==> src/rtl/global_hit_reader.sv <==
// Global-side hit reader: broadcasts L1 tag, drains matched hits, frames output.
// Optional trigger-hit capture under `define TRIG_CAPTURE_EN.
module global_hit_reader #(
  parameter int BCSTWIDTH  = 27,
  parameter int SETTLE_CYC = 2,
  parameter int MAXHITS    = 255
) (
  input  logic                 clk,
  input  logic                 rstn,
  input  logic                 l1aValid,
  input  logic [BCSTWIDTH-2:0] l1aTag,
  output logic                 l1aReady,
  input  logic [45:0]          dnData,
  input  logic                 dnUnreadHit,
  output logic                 dnRead,
  output logic [BCSTWIDTH-1:0] dnBCST,
  output logic [47:0]          outData,
  output logic                 outValid,
  input  logic                 outReady,
  output logic                 busy,
  input  logic [4:0]           trigDataSize,
  input  logic [15:0]          trigHits,
  output logic [15:0]          trigOut
);

  localparam int TW = BCSTWIDTH - 1;

  typedef enum logic [2:0] {
    IDLE, HDR, SETTLE, CHECK, HIT, GAP, TRL
  } state_t;

  state_t               r_state;
  state_t               w_next;
  logic [TW-1:0]        r_tag;
  logic [7:0]           r_cnt;
  logic                 r_trunc;
  logic [3:0]           r_settle;
  logic [BCSTWIDTH-1:0] r_bcst;
  logic [45:0]          w_hdr_pl;
  logic [45:0]          w_trl_pl;
  logic                 w_settled;
  logic                 w_full;

  assign w_hdr_pl  = 46'(r_tag);
  assign w_trl_pl  = 46'({r_trunc, r_cnt, r_tag});
  assign w_settled = (r_settle == 4'(SETTLE_CYC - 1));
  assign w_full    = (r_cnt == 8'(MAXHITS));
  assign dnBCST    = r_bcst;

  always_comb begin
    w_next   = r_state;
    outValid = 1'b0;
    outData  = '0;
    dnRead   = 1'b0;
    l1aReady = 1'b0;
    busy     = 1'b1;
    unique case (r_state)
      IDLE: begin
        l1aReady = 1'b1;
        busy     = 1'b0;
        if (l1aValid) w_next = HDR;
      end
      HDR: begin
        outValid = 1'b1;
        outData  = {2'b10, w_hdr_pl};
        if (outReady) w_next = SETTLE;
      end
      SETTLE: begin
        if (w_settled) w_next = CHECK;
      end
      CHECK: begin
        if (!dnUnreadHit || w_full) w_next = TRL;
        else                        w_next = HIT;
      end
      HIT: begin
        outValid = 1'b1;
        outData  = {2'b00, dnData};
        dnRead   = outReady;
        if (outReady) w_next = GAP;
      end
      GAP: w_next = CHECK;
      TRL: begin
        outValid = 1'b1;
        outData  = {2'b11, w_trl_pl};
        if (outReady) w_next = IDLE;
      end
      default: w_next = IDLE;
    endcase
  end

  always_ff @(posedge clk or negedge rstn) begin
    if (!rstn) begin
      r_state  <= IDLE;
      r_tag    <= '0;
      r_cnt    <= '0;
      r_trunc  <= 1'b0;
      r_settle <= '0;
      r_bcst   <= '0;
    end else begin
      r_state <= w_next;
      unique case (r_state)
        IDLE: begin
          if (l1aValid) begin
            r_tag   <= l1aTag;
            r_cnt   <= '0;
            r_trunc <= 1'b0;
          end
        end
        HDR: begin
          if (outReady) begin
            r_bcst   <= {1'b1, r_tag};
            r_settle <= '0;
          end
        end
        SETTLE: r_settle <= r_settle + 4'd1;
        CHECK: begin
          if (dnUnreadHit && w_full) r_trunc <= 1'b1;
        end
        HIT: begin
          if (outReady) r_cnt <= r_cnt + 8'd1;
        end
        TRL: begin
          // tag bits keep the last event's tag
          if (outReady) r_bcst[BCSTWIDTH-1] <= 1'b0;
        end
        default: ;
      endcase
    end
  end

`ifdef TRIG_CAPTURE_EN
  logic [15:0] r_trig;
  logic [15:0] w_mask;

  always_comb begin
    w_mask = '0;
    unique case (trigDataSize)
      5'd1:    w_mask = 16'h0001;
      5'd2:    w_mask = 16'h0003;
      5'd4:    w_mask = 16'h000F;
      5'd8:    w_mask = 16'h00FF;
      5'd16:   w_mask = 16'hFFFF;
      default: w_mask = 16'h0000;
    endcase
  end

  always_ff @(posedge clk or negedge rstn) begin
    if (!rstn) r_trig <= '0;
    else       r_trig <= trigHits & w_mask;
  end

  assign trigOut = r_trig;
`else
  logic w_unused_trig;
  assign w_unused_trig = ^{trigDataSize, trigHits};
  assign trigOut       = '0;
`endif

endmodule

==> config.mk <==
export PLATFORM = sky130hd
export DESIGN_NAME = global_hit_reader
export DESIGN_NICKNAME = d
export VERILOG_FILES = /design/src/rtl/global_hit_reader.sv
export SDC_FILE = /design/constraint.sdc
export NUM_CORES = 1
export LEC_CHECK = 0
export ABC_CLOCK_PERIOD_IN_PS = 4450
export CAP_MARGIN = 10
export CORE_MARGIN = 4
export CORE_UTILIZATION = 35
export CTS_CLUSTER_DIAMETER = 60
export DETAILED_ROUTE_END_ITERATION = 16
export DONT_BUFFER_PORTS = 1
export GPL_ROUTABILITY_DRIVEN = 0
export PLACE_DENSITY_LB_ADDON = 0.25
export SLEW_MARGIN = 10
export SYNTH_ARGS = -nofsm -noshare
export SYNTH_HDL_FRONTEND = slang
export SYNTH_SLANG_ARGS = --single-unit
==> constraint.sdc <==
create_clock -name clk -period 4.45 [get_ports clk]
set_input_delay 0.89 -clock clk [delete_from_list [all_inputs] [get_ports clk]]
set_output_delay 0.89 -clock clk [all_outputs]
set_load 0.01 [all_outputs]
### Yosys cells after proc, flatten, opt, wreduce, memory -nomap -nowiden

Cells that the tools add are included.

| operators by class | value |
|---|---|
| $add $sub $neg | 2 |
| multiplexer cells | 23 |
| equal/unequal tests | 14 |
| reductions and logical operators | 16 |

Operator list:

| operator | count |
|---|---|
| 48-bit case mux with 3 select lines | 1 |
| 27-bit 2-to-1 mux | 1 |
| 3-bit case mux with 7 select lines | 1 |
| 8-bit 2-to-1 mux | 2 |
| 8-bit case mux with 2 select lines | 1 |
| 3-bit 2-to-1 mux | 5 |
| 2-bit inequality test (second input constant) | 6 |
| 3-bit == test (second input constant) | 3 |
| 3-bit AND reduction | 3 |
| 8-bit by 1-bit adder with 8-bit output (second input constant) | 1 |
| 8-bit == test (second input constant) | 1 |
| 4-bit case mux with 2 select lines | 1 |
| 2-bit nonzero test | 4 |
| 1-bit 2-to-1 mux | 7 |
| 3-bit by 2-bit == test with 1-bit output (second input constant) | 2 |
| 2-bit AND reduction | 3 |
| 5-bit AND reduction | 1 |
| 4-bit by 1-bit adder with 4-bit output (second input constant) | 1 |
| 4-bit by 1-bit == test with 1-bit output (second input constant) | 1 |
| 4-bit 2-to-1 mux | 1 |
| 1-bit case mux with 2 select lines | 2 |
| 3-bit by 1-bit == test with 1-bit output (second input constant) | 1 |
| 3-bit zero test | 1 |
| 3-bit OR reduction | 1 |
| 4 further kinds | 4 |

| word-level totals | value |
|---|---|
| register bits after elaboration | 69 |
| input bits | 98 |
| logic and storage cells | 62 |

### Depth between registers and ports, before layout

Gate-level depths: netlist (run 1).

| logic depth | value |
|---|---|
| word-level depth | 4 |
| gate-level depth with buffers | 6 |

### Worst setup path before layout (run 1)

OpenSTA, ideal clock, no wires.

| path | value |
|---|---|
| path kind | register to output |
| start point | register r_state[0] |
| end point | output outData[10] |
| path buffers | 3 |
| cell stages (with the launch flop) | 7 |
| setup slack | 2.055 ns |
| data required time | 3.560 ns |
| arrival | 1.505 ns |
| cells stage by stage | dfrtp_1 > buf_6 > and3b_1 > a21o_1 > buf_2 > buf_1 > a22o_1 |

| between the ends | value |
|---|---|
| cells in the longest elaborated chain, start to end | 2 |
| elaborated cells between the ends (all ways) | 4 |

Ends and longest elaborated chain:

| what | line | RTL |
|---|---|---|
| from (decl) | 32 | `state_t r_state;` |
| from (signal assigned) | 100 | `r_state <= w_next;` |
| 3-bit == test / 3-bit by 1-bit == test with 1-bit output (equally long branches) | 57 | `unique case (r_state)` |
| 48-bit case mux with 3 select lines (*) | 57 |  |
| to (decl) | 17 | `output logic [47:0] outData,` |

Every way passes the cells marked *; elsewhere a longest branch is shown, timed or not.

### Worst setup path in the final report (run 1)

| path | value |
|---|---|
| start point | register r_state[1] |
| end point | output outData[19] |

The elaborated chain is that of the path after synthesis.

==> metrics.yaml, run 1 <==
antenna_found_initial: 0
synth-async-reset-ratio: 1.000
start_util: 0.3609
syn_avg_cell_area_um2: 12.70
post-route-cell-area_um2: 3776
drt-total-wl_um: 8027
drt-pass1-iter-count: 4
clock_tree.root_cell: "clkbuf_8"
ys_ff_latch: 69
p_sw_frac: 0.3662
yosysTopAreaCellShare: 0.4873
io_buffers: 0
comb_power_share: 0.341
p_per_area_nw_per_um2: 736.6
grt_pass1_vias: 2134
antenna_cells: 0
viasPerCell: 5.236
max_cap_violations: 0
netlist_top_cells_area: "dfrtp_1 49%, mux2_4 9.7%, mux2_2 9.5%, a22o_1 8.7%, buf_4 3.4%"
slew_viol_final: 0
fin_crit_sh: 0.7736
total_leakage_power_nw: 1.719
fin_crit_ns: 3.442
clk_pin_slew_ns: 0.08
intPower_mw: 1.763
fin_skew_ns: 0.007740
tightest_slew_ns: 0.8987
cts_tree: "done"
grt_max_degree: 70
required_ns: 3.56
fmax_ghz: 0.2905
setup_slack_ns: 1.008
grt_usage: 0.1349
initialDrtViolationCount: 137
yosysWarningCount: 0
cts_made_buffers: 9
regToRegSetupSlack_ns: 2.13
core_um2: 9819
final_cells: 411
status: "complete, no violations"
wl_per_cell_um: 19.53
regToRegStartpoint: "r_state[2]"
syn_to_final_growth_pct: 6.568
dp_cells: 395
hold_path_class: "in2async"
dp_slack_ns: 1.361
drive_gt1_frac: 0.2806
yosysSeqAreaShare: 0.4873
fillers: 960
tns_ns: 0
yosys.area.top_type: "dfrtp_1"
drc: 0
nets: 374
netlist-cell-type-count: 41
syn_inst: 279
synth-edff-count: 0
start_kind: "flip-flop"
cts_setup_buffers: 0
ir_drop_v: 0.0002735
io_pins: 193
rsz0062_at_grt: "no"
layout_commonest_cell: "dfrtp_1"
path_class: "reg2out"
finalSetupViolCount: 0
cts.sinks: 69
die_area_um2: 11800
ant_nets: 0
critPathCapture: "outData[19]"
grt_overflow: 0
grt_pass1_wl_um: 12000
slew_headroom: 0.4009
cp.arrival_ns: 2.55
worst_r2r_endpoint: "r_tag[2]"
die_w_um: 108.6
seqPwrFrac: 0.446
hold_ws_ns: 0.2343
switchingPower_mw: 1.019
end_kind: "output pin"
std_cell_rows: 36
htreeDepth: 3
cts_resized: 0
die_h_um: 108.6
reg2reg_depth: 3
path_max_fanout: 21
dpl_cell_area_um2: 3545
ys.flop_type: "dfrtp_1"
synth_area_um2: 3543
clk_path_buf_depth: 2
clock_latency_ns: 0.34
cts_hold_buf: 0
num_vias: 2152
startpoint: "r_state[1]"
dp_hpwl_um: 5596
final_hold_viol_count: 0
mostFrequentLayoutCells: "69 x dfrtp_1, 35 x a22o_1, 30 x mux2_2"
clockPowerShare: 0.212
==> synth_stat cells (all sizes together) (2+ instances only) <==
cell     count
nand3        5
nor3b        3
nor2         3
nand2       13
buf         31
o2bb2ai      2
o21ai        4
ha           3
dfrtp       69
clkbuf       6
a21oi        3
mux2i        7
nor3         4
inv          4
mux2        53
a21o         5
and2        12
a22o        35
==> layout make-up <==
| class | instances | area [µm²] | area share |
|---|---|---|---|
| flip-flops and latches | 69 | 1727 | 0.4573 |
| clock buffers | 10 | 137.6 | 0.03645 |
| repair buffers | 5 | 37.54 | 0.009940 |
| multi-input cells | 184 | 1599 | 0.4235 |
| inverters | 4 | 15.01 | 0.003976 |
| well taps | 133 | 166.4 | 0.04407 |
| clock inverters | 6 | 93.84 | 0.02485 |
==> power groups by stage <==
stage          Sequential (mW)  Clock [mW]  Combinational (mW)
2_1_floorplan             1.13           0               0.921
3_3_place_gp              1.25           0               0.947
3_5_place_dp              1.25           0               0.964
4_1_cts                   1.25       0.616               0.965
5_1_grt                   1.29       0.643                1.04
6_report                  1.24       0.590               0.950
==> per-stage QoR <==
stage	util	power [mW]
after global routing	0.3846	2.971
final	0.3846	2.782
after global placement	0.3610	2.193
after floorplan	-	2.049
after CTS	0.3846	2.828
after detailed placement	0.3610	2.218
==> layer usage <==
metal | vias up | GRT usage | part of all wire
li1 | 964 | - | -
met1 | 1061 | 0.1713 | 0.42
met2 | 119 | 0.2114 | 0.47
met3 | 8 | 0.05684 | 0.11
met4 | 0 | 0.03787 | 0.0095
met5 | - | 0 | 0
==> state kept, by name (all words and copies together), names as in the netlist <==
signal and cells:
dnBCST 27, r_trunc 1, r_cnt 8, r_tag 26, r_settle 4, r_state 3
==> critical path: stages, from the launching register on <==
cell     delay [ns]
dfrtp_1        0.64
and3b_1        0.63
a21o_1         0.35
buf_4          0.34
a22o_1         0.25
==> worst min path at each step <==
stage,from,endpoint,slack (ns)
after floorplan,r_trunc,r_trunc,0.47
after global placement,r_trunc,r_trunc,0.48
after detailed placement,r_cnt[4],r_cnt[4],0.52
after CTS,rstn,r_tag[4],0.21
after global routing,rstn,r_tag[4],0.19
final,rstn,r_tag[11],0.23
==> kinds of logic (layout without fill, tap and decap cells) <==
group,Yosys count,after routing,share of synthesized area
AO/OA/AOI/OAI,53,53,0.1222
other,1,16,0.001058
adder cells (fa/ha/maj),3,3,0.01059
buffers and inverters,41,25,0.07909
multiplexers,60,60,0.2126
AND/OR/NAND/NOR,51,51,0.08475
XOR/XNOR,1,1,0.002472
flip-flops,69,69,0.4873
(Power assumes the default switching activity.)
==> run 2: changes to the inputs <==
- ABC_CLOCK_PERIOD_IN_PS: 4450 -> 2900
- clock period: 4.45 -> 2.9 ns (I/O delays scaled with it)
==> run 2 against run 1 <==
  * Cell count up 0.97%
  * Critical path depth fell by 1
  * Largest power group unchanged
  * Wire length fell by 1.1%
  * Clock skew up 0.0061 ns
  * Power up 58%
  * Largest cell class unchanged
  * Critical path type unchanged
==> metrics.yaml, run 2 (synthesis results as in run 1) <==
status: "complete, no violations"
regToRegStartpoint: "r_state[2]"
grt_pass1_vias: 2190  # +2.6%
syn_to_final_growth_pct: 9.146
drt-pass1-iter-count: 4  # unchanged
start_util: 0.3609  # unchanged
io_pins: 193  # unchanged
finalSetupViolCount: 0  # unchanged
clock_tree.root_cell: "clkbuf_8"
grt_usage: 0.1313  # -0.003667
cts.sinks: 69  # unchanged
fin_crit_sh: 0.8401
fmax_ghz: 0.4105
initialDrtViolationCount: 96  # -30%
gr-usage-met2: 0.2043  # -0.007061
end_kind: "output pin"
grt_max_degree: 70  # unchanged
worst_r2r_endpoint: "r_tag[7]"
cp.arrival_ns: 1.86  # -0.69 ns
tns_ns: 0  # unchanged
multi_input_area_um2: 1600  # about the same
grt_use_met1: 0.1671  # -0.004204
fin_crit_ns: 2.436
start_kind: "flip-flop"
antenna_cells: 0  # unchanged
wl_per_cell_um: 19.13  # -2.0%
drc: 0  # unchanged
path_class: "reg2out"
path_max_fanout: 27  # +29%
grt_pass1_wl_um: 11780  # -1.8%
num_vias: 2150  # -0.093%
total_leakage_power_nw: 1.757  # +2.2%
hold_ws_ns: 0.1085  # -0.1258 ns
layout_commonest_cell: "dfrtp_1"
fillers: 948  # -1.3%
grt_overflow: 0  # unchanged
crit_path_cell_trace: "and3b_1, a21o_2, a22o_1"
startpoint: "r_state[0]"
tightest_slew_ns: 0.6517  # -0.2470 ns
drt-total-wl_um: 7939  # -1.1%
ant_nets: 0  # unchanged
clk_path_buf_depth: 2  # unchanged
slew_viol_final: 0  # unchanged
ir_drop_v: 0.0004451  # +63%
cts_tree: "done"
regToRegSetupSlack_ns: 0.63  # -1.50 ns
cts_made_buffers: 9  # unchanged
reg2reg_depth: 4  # +1
die_h_um: 108.6  # unchanged
seq_area_um2: 1727  # unchanged
p_per_area_nw_per_um2: 1136  # +54%
critPathTopFamily: "compound AO/OA/AOI/OAI gates"
clk_pin_slew_ns: 0.09  # about the same
largest_register_ffs: 27  # unchanged
cpMaxStageDelayCell: "a21o_2"
std_cell_rows: 36  # unchanged
cts_setup_buffers: 0  # unchanged
die_w_um: 108.6  # unchanged
drive_gt1_frac: 0.2943  # +0.01375
use_met3: 0.05565  # -0.001184
die_area_um2: 11800  # unchanged
slew_headroom: 0.5655  # +0.1647
path_buf_inv: 0  # -1
required_ns: 2.32  # -1.24 ns
htreeDepth: 3  # unchanged
clock_latency_ns: 0.34  # about the same
rsz0062_at_grt: "no"
mostFrequentLayoutCells: "69 x dfrtp_1, 35 x a22o_1, 30 x mux2_2"
nets: 378  # +1.1%
fin_skew_ns: 0.01389  # +0.006149 ns
io_buffers: 0  # unchanged
hold_path_class: "in2async"
antenna_found_initial: 0  # unchanged
core_um2: 9819  # unchanged
viasPerCell: 5.181  # -1.1%
top_usage_layer: "met2"
final_hold_viol_count: 0  # unchanged
cp_slowest_stage_delay_ns: 0.52  # -0.12 ns
max_cap_violations: 0  # unchanged
dp_hpwl_um: 5610  # +0.26%
## run 2: cell count changes in the layout (fill, tap and decap cells not counted), sizes merged
| cell | delta |
|---|---|
| clkbuf | -1 |
| buf | +4 |
| bufinv | +1 |
| inv | -1 |
| clkinvlp | +1 |
## run 2: worst register-to-register path, cell delays in order, from the launching register on
cell	delay, ns
dfrtp_1	0.43
buf_4	0.19
or4b_2	0.93
buf_12	0.28
mux2_4	0.33
## run 2: cell type report
class,count,share of cell area
clock buffer,9,0.03203
inverter,4,0.003882
clock inverter,7,0.03171
multi-input combinational,184,0.4138
timing repair buffer,9,0.02912
sequential,69,0.4465
tap,133,0.04303
## run 2: repair_timing
item / CTS / global route
gates resized for setup: 0 / 1
hold buffers: 1 / 0
endpoints found under the setup margin: 0 / 1
hold endpoints to repair: 69 / 0
## run 2: power by group
group / switching, mW / total (mW) / internal (mW)
sequential: 0.455 / 1.85 / 1.40
clock: 0.398 / 0.973 / 0.576
combinational: 0.739 / 1.57 / 0.830
total: 1.59 / 4.39 / 2.80
## run 2: how the worst max path moves through the flow
stage	end	slack, ns	depth (start not counted)
final	outData[19]	0.46	3
after floorplan	outData[10]	0.81	6
after CTS	outData[5]	0.11	3
after detailed placement	outData[5]	0.50	3
after global routing	outData[19]	0.37	3
after global placement	outData[5]	0.53	3
## run 2: layer usage
metal  vias up  part of all wire
li1        976                 -
met1      1045              0.42
met2       121              0.47
met3         8              0.10
met4         0            0.0084
met5         -                 0
## run 2: stage by stage
stage	setup WS [ns]	cells	cell area (µm²)	utilization	power [mW]
CTS	0.1058	415	3866	0.3937	4.467
global placement	0.5348	398	3592	0.3658	3.409
global route	0.3667	415	3867	0.3939	4.684
floorplan	0.8145	294	3600	-	3.145
detailed placement	0.4980	398	3592	0.3658	3.446
finish	0.4637	415	3867	0.3939	4.394
